$ cat config.mk
export PLATFORM = sky130hd
export DESIGN_NAME = inputconditioner_multi
export DESIGN_NICKNAME = d
export VERILOG_FILES = /design/src/rtl/inputconditioner_multi.sv
export SDC_FILE = /design/constraint.sdc
export NUM_CORES = 1
export LEC_CHECK = 0
export CORE_MARGIN = 10
export CORE_UTILIZATION = 50
export CTS_CLUSTER_DIAMETER = 100
export DETAILED_ROUTE_END_ITERATION = 7
export GPL_ROUTABILITY_DRIVEN = 0
export HOLD_SLACK_MARGIN = 0.05
export PLACE_DENSITY = 0.76
export SLEW_MARGIN = 40
export SYNTH_ARGS = -nofsm -noshare
export SYNTH_HDL_FRONTEND = slang
export SYNTH_SLANG_ARGS = --single-unit
$ cat constraint.sdc
create_clock -name clk -period 1.4 [get_ports clk]
set_input_delay 0.35 -clock clk [delete_from_list [all_inputs] [get_ports clk]]
set_output_delay 0.35 -clock clk [all_outputs]
set_load 0.1 [all_outputs]
$ cat src/rtl/inputconditioner_multi.sv
//------------------------------------------------------------------------------
// Module  : inputconditioner_multi
// Brief   : N-channel synchroniser + debouncer with level and edge strobes.
//           Optional per-channel glitch counters when INCOND_GLITCHCOUNT_EN is defined.
// Revision: 1.0 - initial release
//------------------------------------------------------------------------------
`default_nettype none

module inputconditioner_multi #(
   parameter int                  CHANNELS    = 4,
   parameter int                  SYNC_STAGES = 2,
   parameter int                  WAIT_CYCLES = 3,
   parameter logic [CHANNELS-1:0] RESET_VALUE = {CHANNELS{1'b0}}
) (
   input  logic                clk,
   input  logic                reset,
   input  logic [CHANNELS-1:0] noisysignal,
   output logic [CHANNELS-1:0] conditioned,
   output logic [CHANNELS-1:0] positiveedge,
   output logic [CHANNELS-1:0] negativeedge,
   output logic [CHANNELS-1:0] busy
`ifdef INCOND_GLITCHCOUNT_EN
   ,
   output logic [CHANNELS*8-1:0] glitchcount
`endif
);

   localparam int CNT_W = $clog2(WAIT_CYCLES + 1);
   localparam logic [CNT_W-1:0] c_last = CNT_W'(WAIT_CYCLES - 1);

   for (genvar i = 0; i < CHANNELS; i++) begin : g_chan
      logic [SYNC_STAGES-1:0] r_sync;
      logic [CNT_W-1:0]       r_cnt;
      logic                   r_cond;
      logic                   r_pos;
      logic                   r_neg;
      logic                   w_synced;

      assign w_synced = r_sync[SYNC_STAGES-1];

      always_ff @(posedge clk) begin
         if (reset) begin
            r_sync <= {SYNC_STAGES{RESET_VALUE[i]}};
         end else begin
            r_sync <= {r_sync[SYNC_STAGES-2:0], noisysignal[i]};
         end
      end

      // A change is accepted only after WAIT_CYCLES consecutive differing samples.
      always_ff @(posedge clk) begin
         if (reset) begin
            r_cond <= RESET_VALUE[i];
            r_cnt  <= '0;
            r_pos  <= 1'b0;
            r_neg  <= 1'b0;
         end else begin
            r_pos <= 1'b0;
            r_neg <= 1'b0;
            if (w_synced == r_cond) begin
               r_cnt <= '0;
            end else if (r_cnt == c_last) begin
               r_cond <= w_synced;
               r_cnt  <= '0;
               r_pos  <= w_synced;
               r_neg  <= ~w_synced;
            end else begin
               r_cnt <= r_cnt + 1'b1;
            end
         end
      end

      assign conditioned[i]  = r_cond;
      assign positiveedge[i] = r_pos;
      assign negativeedge[i] = r_neg;
      assign busy[i]         = (r_cnt != '0);

`ifdef INCOND_GLITCHCOUNT_EN
      logic [7:0] r_gcnt;

      // Counts aborted pending changes, saturating at 255.
      always_ff @(posedge clk) begin
         if (reset) begin
            r_gcnt <= '0;
         end else if ((r_cnt != '0) && (w_synced == r_cond) && (r_gcnt != 8'hFF)) begin
            r_gcnt <= r_gcnt + 8'd1;
         end
      end

      assign glitchcount[8*i +: 8] = r_gcnt;
`endif
   end : g_chan

endmodule

`default_nettype wire
[Yosys cells after proc, flatten, opt, wreduce, memory -nomap -nowiden]
Index checks and enable logic that the tools add are counted.
Storage, ports and cells
  register bits: 28
  bits of input ports: 6
  logic and storage cells: 60
Operators by class
  $add $sub $neg: 4
  equal/unequal tests: 8
  bitwise gates (word level): 12
  reductions and logical operators: 16
Operators by type and width (number)
  3-bit OR reduction: 8
  1-bit NOT: 12
  2-bit by 1-bit adder with 2-bit output (second input constant): 4
  2-bit == test (second input constant): 4
  2-bit AND reduction: 4
  2-bit nonzero test: 4
  1-bit == test: 4

[Depth between registers and ports, before layout]
Gate-level depths: netlist of run 1.
  depth in word-level cells: 3
  gate-level depth with buffers: 4
  gate-level depth less buffers: 4

[Least setup slack after synthesis of run 1]
Ideal clock, no wire load.
  path kind: flip-flop to output port
  start point: register g_chan[0].r_cnt[0]
  end point: output port busy[0]
  arrival time: 1145 ps
  required time: 1050 ps
  setup slack: -95 ps
  cell stages (with the launch flop): 4
  path through: dfxtp_1 > inv_1 > ha_1 > inv_1
Between the ends
  word-level cells in the longest chain between the ends: 1
Ends and longest elaborated chain
  start, declared: line 33  | logic [CNT_W-1:0] r_cnt;
  start signal, assigned: line 67  | r_cnt <= r_cnt + 1'b1;
  2-bit nonzero test: line 75  | assign busy[i] = (r_cnt != '0);
  end, declared: line 21  | output logic [CHANNELS-1:0] busy
Every way passes these cells.

[Final worst setup path of run 1]
  start point: register g_chan[1].r_cnt[1]
  end point: output port busy[1]
Between the ends
  word-level cells in the longest chain between the ends: 1
Ends and longest elaborated chain (line)
  start, declared: 33
  start signal, assigned: 67
  2-bit nonzero test: 75
Every way passes these cells.

==> impl_metrics.ini, run 1 <==
[floorplanning]
rows = 17
die_h_um = 68.9
initial_core_util_pct = 53.1
pin_count = 22
core_area_sq_um = 2250
die_area_sq_um = 4750
die_w_um = 68.9

[outcome]
violations = negative setup slack
status = finished, violations left

[worst_setup_path]
crit_required_ns = 1.05
cpLargestDelayFamily = flip-flops
crit_path_cell_trace = inv_2 -> ha_4 -> clkinvlp_4 -> buf_12
worstPathArrival_ns = 1.13
cp_max_fo = 2
end_kind = output pin
cp_slowest_stage_delay_ns = 0.36
crit_type = flop to output pin
crit_buf_inv = 3
startpoint_type = flop
crit_slowest_cell = dfxtp_2

[global_route]
grt_busiest_layer = met2
grt_pass1_vias = 730
grt.overflow.total = 0
grt_pass1_wl_um = 3370
grt.met1_usage_pct = 9.80
use_met3_pct = 2.42
track_usage_pct = 9.18
grt_util_met2_pct = 17.0
grt_antenna_before_repair = 0
grt_max_degree = 29

[route]
drc = 0
ant_nets = 0
drt_wl_total_um = 2080
vias = 703
drt_iter0_markers = 10
detail_route.wl_per_cell_um = 14.1
firstDrtPassIters = 2
viasPerCell = 4.75

[finish]
drive_gt1_share_pct = 62.5
final_core_utilization_pct = 74.8
diodes = 0
area_growth_pct = 40.9
fin_area_sq_um = 1690
nets = 135

[synth]
ys.flop_type = dfxtp_1
netlist_instances = 99
async_reset_ff_share_pct = 0
synth_common_cells = 28 x dfxtp_1, 12 x buf_4, 12 x inv_1
synthTopCellsByArea = dfxtp_1 47%, and4bb_2 8.4%, ha_1 8.4%, buf_4 7.5%, nor4_2 4.2%
synth-edff-count = 0
yosysSeqAreaShare_pct = 46.9
synth.top_cell.area_share_pct = 46.9
syn_nets = 113
ys_ff_latch = 28
synth_most_common_cell = dfxtp_1
yosys_warnings = 0
synth.distinct_cells = 15
syn-cell-area_sq_um = 1200
synth_largest_area_cell = dfxtp_1
avgSynthCellArea_sq_um = 12.1

[clock_network]
htree_num_levels = 1
cts.sinks = 28
numCtsBuffers = 3
cts_tree = done
clk_pin_slew_ns = 0.15
hold_buffers = 0
cts-root-buf = clkbuf_4
worstSkewPairLatency_ns = 0.32
clk_path_buf_depth = 2

[timing]
whs_ns = 0.434
tns_ns = -0.301
slew_headroom_pct = 76.5
rsz0062_at_grt = true
fmax_mhz = 673
tightest_slew_ns = 0.349
min_period_ns = 1.48
min_period_over_period_pct = 106
worst_slack_ns = -0.0848
drv_slew = 0
hold_viol = 0
finalSetupViolCount = 4
skew_ns = 0.00947

[hold_path]
hold_path.class = flop to flop

[pwr]
irDropWorstVdd_mv = 0.664
p_total_mw = 1.33
power_density_nw_per_um2 = 790
p_leak_nw = 0.612

[run]
max_cap_viol_count = 0

[placed_design]
hpwlAfterDp_um = 1380
io_buffers = 21
dpl-instance-area_sq_um = 1510
-- registers in the layout, summed over array words and instances (netlist names) --
signal	count
g_chan.r_neg	4
g_chan.r_sync	8
g_chan.r_pos	4
g_chan.r_cond	4
g_chan.r_cnt	8
-- power by group --
group	internal [mW]	switching, mW
combinational	0.0648	0.0647
clock	0.159	0.222
sequential	0.812	0.00907
-- kinds of logic (layout without fill, tap and decap cells) --
group         count (synthesis)  count (layout)  share of synthesized area, %
flops                        28              28                          46.9
simple gates                 28              28                          24.1
fa+ha+maj                     8               8                          8.37
mux                           4               4                          3.35
xor+xnor                      4               4                          2.93
buf+inv                      27              48                          14.4
-- stage by stage --
stage,setup WS [ns],instances
global placement,-0.00967,134
CTS,-0.0941,145
floorplan,0.0871,99
detailed placement,-0.0251,134
finish,-0.0848,148
global route,-0.151,148
-- area by class of cell --
| class | instances | area (sq um) |
|---|---|---|
| inverters | 12 | 60.1 |
| repair buffers | 32 | 465 |
| clock buffers | 4 | 36.3 |
| well taps | 28 | 35.0 |
| flip-flops and latches | 28 | 576 |
| fillers | 146 | 569 |
| multi-input cells | 44 | 513 |
-- routing by layer --
metal	vias up	part of all wire [%]	wire length [um]
met1	336	40	830
met5	-	0	0
met4	0	0.48	10
met3	2	4.6	96
met2	11	55	1140
li1	354	-	-
-- worst paths after layout --
path | start | end | slack (ns) | cells past startpoint
max | g_chan[1].r_cnt[1] | busy[1] | -0.08 | 4
min reg2reg | g_chan[1].r_cnt[0] | g_chan[1].r_cnt[0] | 0.43 | 1
max reg2reg | g_chan[2].r_cnt[0] | g_chan[2].r_cnt[1] | 0.08 | 5
min | g_chan[1].r_cnt[0] | g_chan[1].r_cnt[0] | 0.43 | 1
-- cells in the final DEF (no fill, tap or decap), drive strengths merged --
cell and count:
dfxtp 28, buf 27, inv 8, and4bb 8, ha 8, nor2b 5, clkdlybuf4s50 5, clkinvlp 4
mux2i 4, nor2 4, xnor2 4, nor4 4, nor4b 4, clkbuf 4, and2b 3
-- repair_timing --
action                                  4_1_cts  5_1_grt
gates resized for setup                      24        4
endpoints found under the setup margin        4        8
setup buffers                                 7        3
endpoints found under the hold margin         0        0
pin swaps                                     4        0
Note: power is estimated with default switching activity, not from simulation.
==> run 2, diff against run 1 <==
--- a/config.mk
+++ b/config.mk
@@ -8,6 +8,7 @@
 export CORE_MARGIN = 10
 export CORE_UTILIZATION = 50
 export CTS_CLUSTER_DIAMETER = 100
+export CTS_CLUSTER_SIZE = 28
 export DETAILED_ROUTE_END_ITERATION = 7
 export GPL_ROUTABILITY_DRIVEN = 0
 export HOLD_SLACK_MARGIN = 0.05
==> results of run 2 <==
Final layout, timing and power as in run 1 (identical DEF).
==> run 3, diff against run 2 <==
--- a/config.mk
+++ b/config.mk
@@ -5,9 +5,11 @@
 export SDC_FILE = /design/constraint.sdc
 export NUM_CORES = 1
 export LEC_CHECK = 0
+export CAP_MARGIN = 0
+export CORE_ASPECT_RATIO = 0.75
 export CORE_MARGIN = 10
 export CORE_UTILIZATION = 50
-export CTS_CLUSTER_DIAMETER = 100
+export CTS_CLUSTER_DIAMETER = 50
 export CTS_CLUSTER_SIZE = 28
 export DETAILED_ROUTE_END_ITERATION = 7
 export GPL_ROUTABILITY_DRIVEN = 0
==> run 3 against run 2 <==
The run still ends with negative setup slack left. Sequential share of layout area is 0.15 points higher. Sequential power barely moved. Hold slack better by 0.024 ns. Clock skew is 0.0045 ns lower. Die area rose by 0.43%. Clock-buffer cell count unchanged. Via count is 2.4% lower. Global-route usage shrank 0.49 points. Core utilization decreased by 1.5 points.
==> impl_metrics.ini, run 3 (synthesis results as in run 1) <==
[outcome]
status = finished, violations left
violations = negative setup slack

[finish]
area_growth_pct = 40.3
nets = 133
mostFrequentLayoutCell = buf_12
drive_gt1_share_pct = 61.9
diodes = 0
layout.cells.non_filler = 152
final_core_utilization_pct = 73.3
n_fill_cell = 168
fin_area_sq_um = 1680
reg_top3 = g_chan.r_cnt (8), g_chan.r_sync (8)
final_cell_mix = 17 x buf_12, 16 x dfxtp_1, 12 x dfxtp_2

[route]
drt_iter0_markers = 24
firstDrtPassIters = 2
viasPerCell = 4.51
drc = 0
drt_wl_total_um = 1960
ant_nets = 0
detail_route.wl_per_cell_um = 12.9
vias = 686

[placed_design]
io_buffers = 21
dpl-instance-area_sq_um = 1520
dp_cells = 140
hpwlAfterDp_um = 1340

[clock_network]
cts-root-buf = clkbuf_4
numCtsBuffers = 3
htree_num_levels = 1
clk_pin_slew_ns = 0.14
cts_tree = done
hold_buffers = 0
cts.sinks = 28
clk_path_buf_depth = 2
worstSkewPairLatency_ns = 0.32

[worst_setup_path]
reg2reg_to = g_chan[1].r_cnt[1]
worstPathArrival_ns = 1.14
r2r_start = g_chan[1].r_cnt[0]
crit_type = flop to output pin
reg2regPathDepth = 5
end_kind = output pin
startpoint_type = flop
rrSetupSlack_ns = 0.12
cp_max_fo = 2
crit_required_ns = 1.05

[timing]
hold_viol = 0
min_period_ns = 1.49
whs_ns = 0.458
finalSetupViolCount = 4
rsz0062_at_grt = true
worst_slack_ns = -0.0917
drv_slew = 0
slew_headroom_pct = 75.9
skew_ns = 0.00494
tightest_slew_ns = 0.360
fmax_mhz = 670
min_period_over_period_pct = 107

[global_route]
grt_pass1_vias = 765
grt_max_degree = 29
grt_antenna_before_repair = 0
track_usage_pct = 8.69
grt_pass1_wl_um = 3520
grt.overflow.total = 0

[hold_path]
hold_end = g_chan[3].r_sync[1]
hold_path.class = flop to flop
worstHoldStart = g_chan[3].r_sync[0]
hold_depth = 1

[pwr]
irDropWorstVdd_mv = 0.626
p_total_mw = 1.33
p_leak_nw = 0.602
power_density_nw_per_um2 = 790

[floorplanning]
rows = 15
die_h_um = 62.4
core_area_sq_um = 2290
die_area_sq_um = 4770
pin_count = 22
die_w_um = 76.5
initial_core_util_pct = 52.2

[run]
max_cap_viol_count = 0
[run 3: cell count changes in the layout (fill, tap and decap cells not counted), sizes merged]
cell and change:
buf -2
[run 3: cell type report]
class	count	area (sq um)	share of cell area (%)
clock buffers	4	36.3	2.16
inverters	12	60.1	3.58
well taps	34	42.5	2.54
repair buffers	30	450	26.8
multi-input cells	44	513	30.6
flip-flops and latches	28	576	34.3
[run 3: worst max-delay path by stage]
stage                                   from         endpoint  slack, ns  cells past startpoint
after global routing      g_chan[1].r_cnt[0]          busy[1]      -0.15                      4
final                     g_chan[1].r_cnt[0]          busy[1]      -0.09                      4
after CTS                 g_chan[0].r_cnt[1]          busy[0]      -0.09                      4
after floorplan           g_chan[0].r_cnt[0]          busy[0]       0.09                      3
after detailed placement               reset  g_chan[2].r_pos      -0.03                      3
after global placement                 reset  g_chan[0].r_pos     -0.006                      3
[run 3: where the power goes]
| part | internal [mW] | switching (mW) | total, mW |
|---|---|---|---|
| combinational | 0.0638 | 0.0647 | 0.129 |
| clock | 0.159 | 0.218 | 0.377 |
| sequential | 0.812 | 0.00869 | 0.820 |
| total | 1.03 | 0.292 | 1.33 |
[run 3: metrics by stage]
step / TNS, ns / setup WS, ns
floorplan: 0 / 0.0871
global placement: -0.0440 / -0.00586
detailed placement: -0.222 / -0.0345
CTS: -0.318 / -0.0866
global route: -0.547 / -0.149
finish: -0.293 / -0.0917
[run 3: metal layers]
metal | part of all wire [%] | wire length [um] | track usage, %
met1 | 41 | 805 | 8.84
met2 | 50 | 978 | 15.6
met3 | 8.1 | 159 | 4.74
met4 | 0.61 | 12 | 1.39
met5 | 0 | 0 | 0
[run 3: what timing repair did]
action	CTS	global route
gates resized for setup	24	4
buffers inserted	6	2
hold endpoints to repair	0	0
endpoints found under the setup margin	4	8
pin swaps	4	0
[run 3: critical path: stages (launching register included)]
cell        delay [ns]
dfxtp_2           0.35
inv_2             0.08
ha_4              0.14
clkinvlp_4        0.09
buf_12            0.17
==> RTL edit, RTL diff (flow settings as in run 2) <==
Register the output `conditioned` once more; this adds one clock of latency there. The other outputs are not delayed to match.
--- a/src/rtl/inputconditioner_multi.sv
+++ b/src/rtl/inputconditioner_multi.sv
@@ -28,4 +28,6 @@
    localparam int CNT_W = $clog2(WAIT_CYCLES + 1);
    localparam logic [CNT_W-1:0] c_last = CNT_W'(WAIT_CYCLES - 1);
+
+   logic [CHANNELS-1:0] conditioned_d;
 
    for (genvar i = 0; i < CHANNELS; i++) begin : g_chan
@@ -70,5 +72,5 @@
       end
 
-      assign conditioned[i]  = r_cond;
+      assign conditioned_d[i]  = r_cond;
       assign positiveedge[i] = r_pos;
       assign negativeedge[i] = r_neg;
@@ -91,4 +93,8 @@
    end : g_chan
 
+   always_ff @(posedge clk) begin
+      conditioned <= conditioned_d;
+   end
+
 endmodule
 
Behaviour: not the same (a bounded check fails within 10 cycles, from zero or initial values and one cycle with reset high).
==> RTL edit against run 2 <==
  * Worst setup slack improved by 25 ps
  * Register-to-register slack improved by 160 ps
  * The run still ends with negative setup slack left
  * Total power increased by 15%
  * Wire length decreased by 4.2%
  * Area after synthesis increased by 4.2%
  * Cell area increased by 5.6%
  * Largest cell class unchanged
  * First-iteration DRC count increased by 40%
  * Sequential cell count increased by 4
==> RTL edit: results (changes against run 2) <==
[route]
dr.pass1.iters=3  ; +1
drt_iter0_markers=14  ; +4
vias=739  ; +5.1%
avgRoutedWirePerCell_um=12.6  ; -10%

[finish]
fillCellCount=170  ; +16%
final_cells=158  ; +6.8%
drive_gt1_share_pct=57.8  ; -4.7 points

[yosys]
async_flop_share_pct=0  ; unchanged
synth_area_leaders=dfxtp_1 51%, and4bb_2 8.0%, ha_1 8.0%
synthTopCellsByCount=32 x dfxtp_1, 12 x inv_1, 8 x and4bb_2, 8 x buf_4, 8 x ha_1
seq_area_frac_synth_pct=51.4  ; +4.5 points

[worst_setup_path]
max_stage_delay_ps=340  ; -20 ps
endpoint=busy[2]
cp-startpoint=g_chan[2].r_cnt[0]
cp.arrival_ps=1110  ; -20 ps
rr_endpoint=g_chan[2].r_cond
r2r_slack_ps=240  ; +160 ps

[clocking]
htree_levels=2  ; +1
cts_buffers=5  ; +2
clk_pin_slew_ps=90  ; -60 ps

[placement]
place.detailed.hpwl_um=1350  ; -2.5%
preCtsSetupSlack_ps=-31.7  ; -6.61 ps
dp.cells=140  ; +4.5%

[global_route]
grt_pass1_vias=809  ; +11%
track_usage_pct=8.71  ; -0.47 points
grt_use_met2_pct=15.6  ; -1.4 points
grt_pass1_wl_um=3510  ; +4.3%
grt_util_met1_pct=7.47  ; -2.3 points
met3_usage_pct=4.80  ; +2.4 points

[floorplanning]
dieWidth_um=69.9  ; +1.5%

[pwr]
clkPwrFrac_pct=30.4  ; +1.8 points
ir_drop_mv=0.991  ; +49%
power.internal_mw=1.17  ; +13%
seq-power_mw=0.933  ; +14%
p_leak_nw=0.656  ; +7.2%

[timing]
fin_worst_skew_ps=3.62  ; -5.85 ps
finalSetupViolations=4  ; unchanged
max-slew-margin-rel_pct=76.5  ; about the same
fin_ws_ps=-60.0  ; +24.9 ps

[run_status]
failed_checks=negative setup slack
status=complete, but fails checks

[min_path]
hold_depth=0  ; -1
min_from=g_chan[1].r_cond

-- RTL edit: cell types whose count changed in the layout (fill, tap and decap cells not counted) --
cell | run 2 | this run
dfxtp_1 | 16 | 24
dfxtp_2 | 12 | 8
clkbuf_4 | 3 | 5
buf_4 | 10 | 11
clkbuf_1 | 0 | 1
clkbuf_8 | 1 | 0
clkinv_2 | 0 | 1
-- RTL edit: routing by layer --
metal | vias up | wire length (um)
met1 | 342 | 766
met4 | 0 | 36
met5 | - | 0
met3 | 5 | 144
li1 | 374 | -
met2 | 18 | 1050
-- RTL edit: area by class of cell --
type	instances	share of cell area [%]
Timing Repair Buffer	33	26.6
Clock inverter	1	0.281
Inverter	12	3.37
Sequential cell	32	36.5
Multi-Input combinational cell	44	28.8
Tap cell	30	2.11
Clock buffer	6	2.32
-- RTL edit: through the flow --
stage / hold slack [ps] / total power, mW / setup TNS (ps) / area [um2]
after CTS: 411 / 1.54 / -274 / 1770
after floorplan: 378 / 1.03 / 0 / 1260
after global placement: 388 / 1.06 / -108 / 1590
after global routing: 420 / 1.59 / -402 / 1780
final: 410 / 1.53 / -211 / 1780
after detailed placement: 397 / 1.07 / -182 / 1590
-- RTL edit: kinds of logic (layout without fill, tap and decap cells) --
| logic type | Yosys count | in the layout | synth area share [%] |
|---|---|---|---|
| flip-flops | 32 | 32 | 51.4 |
| AND/OR/NAND/NOR | 28 | 28 | 23.1 |
| buffers and inverters | 23 | 52 | 11.4 |
| adder cells (fa/ha/maj) | 8 | 8 | 8.03 |
| XOR/XNOR | 4 | 4 | 2.81 |
| multiplexers | 4 | 4 | 3.21 |
-- RTL edit: timing repair --
action,in CTS,in global routing
pin swaps,4,0
setup buffers,10,1
setup endpoints to repair,4,4
gates resized for setup,24,0
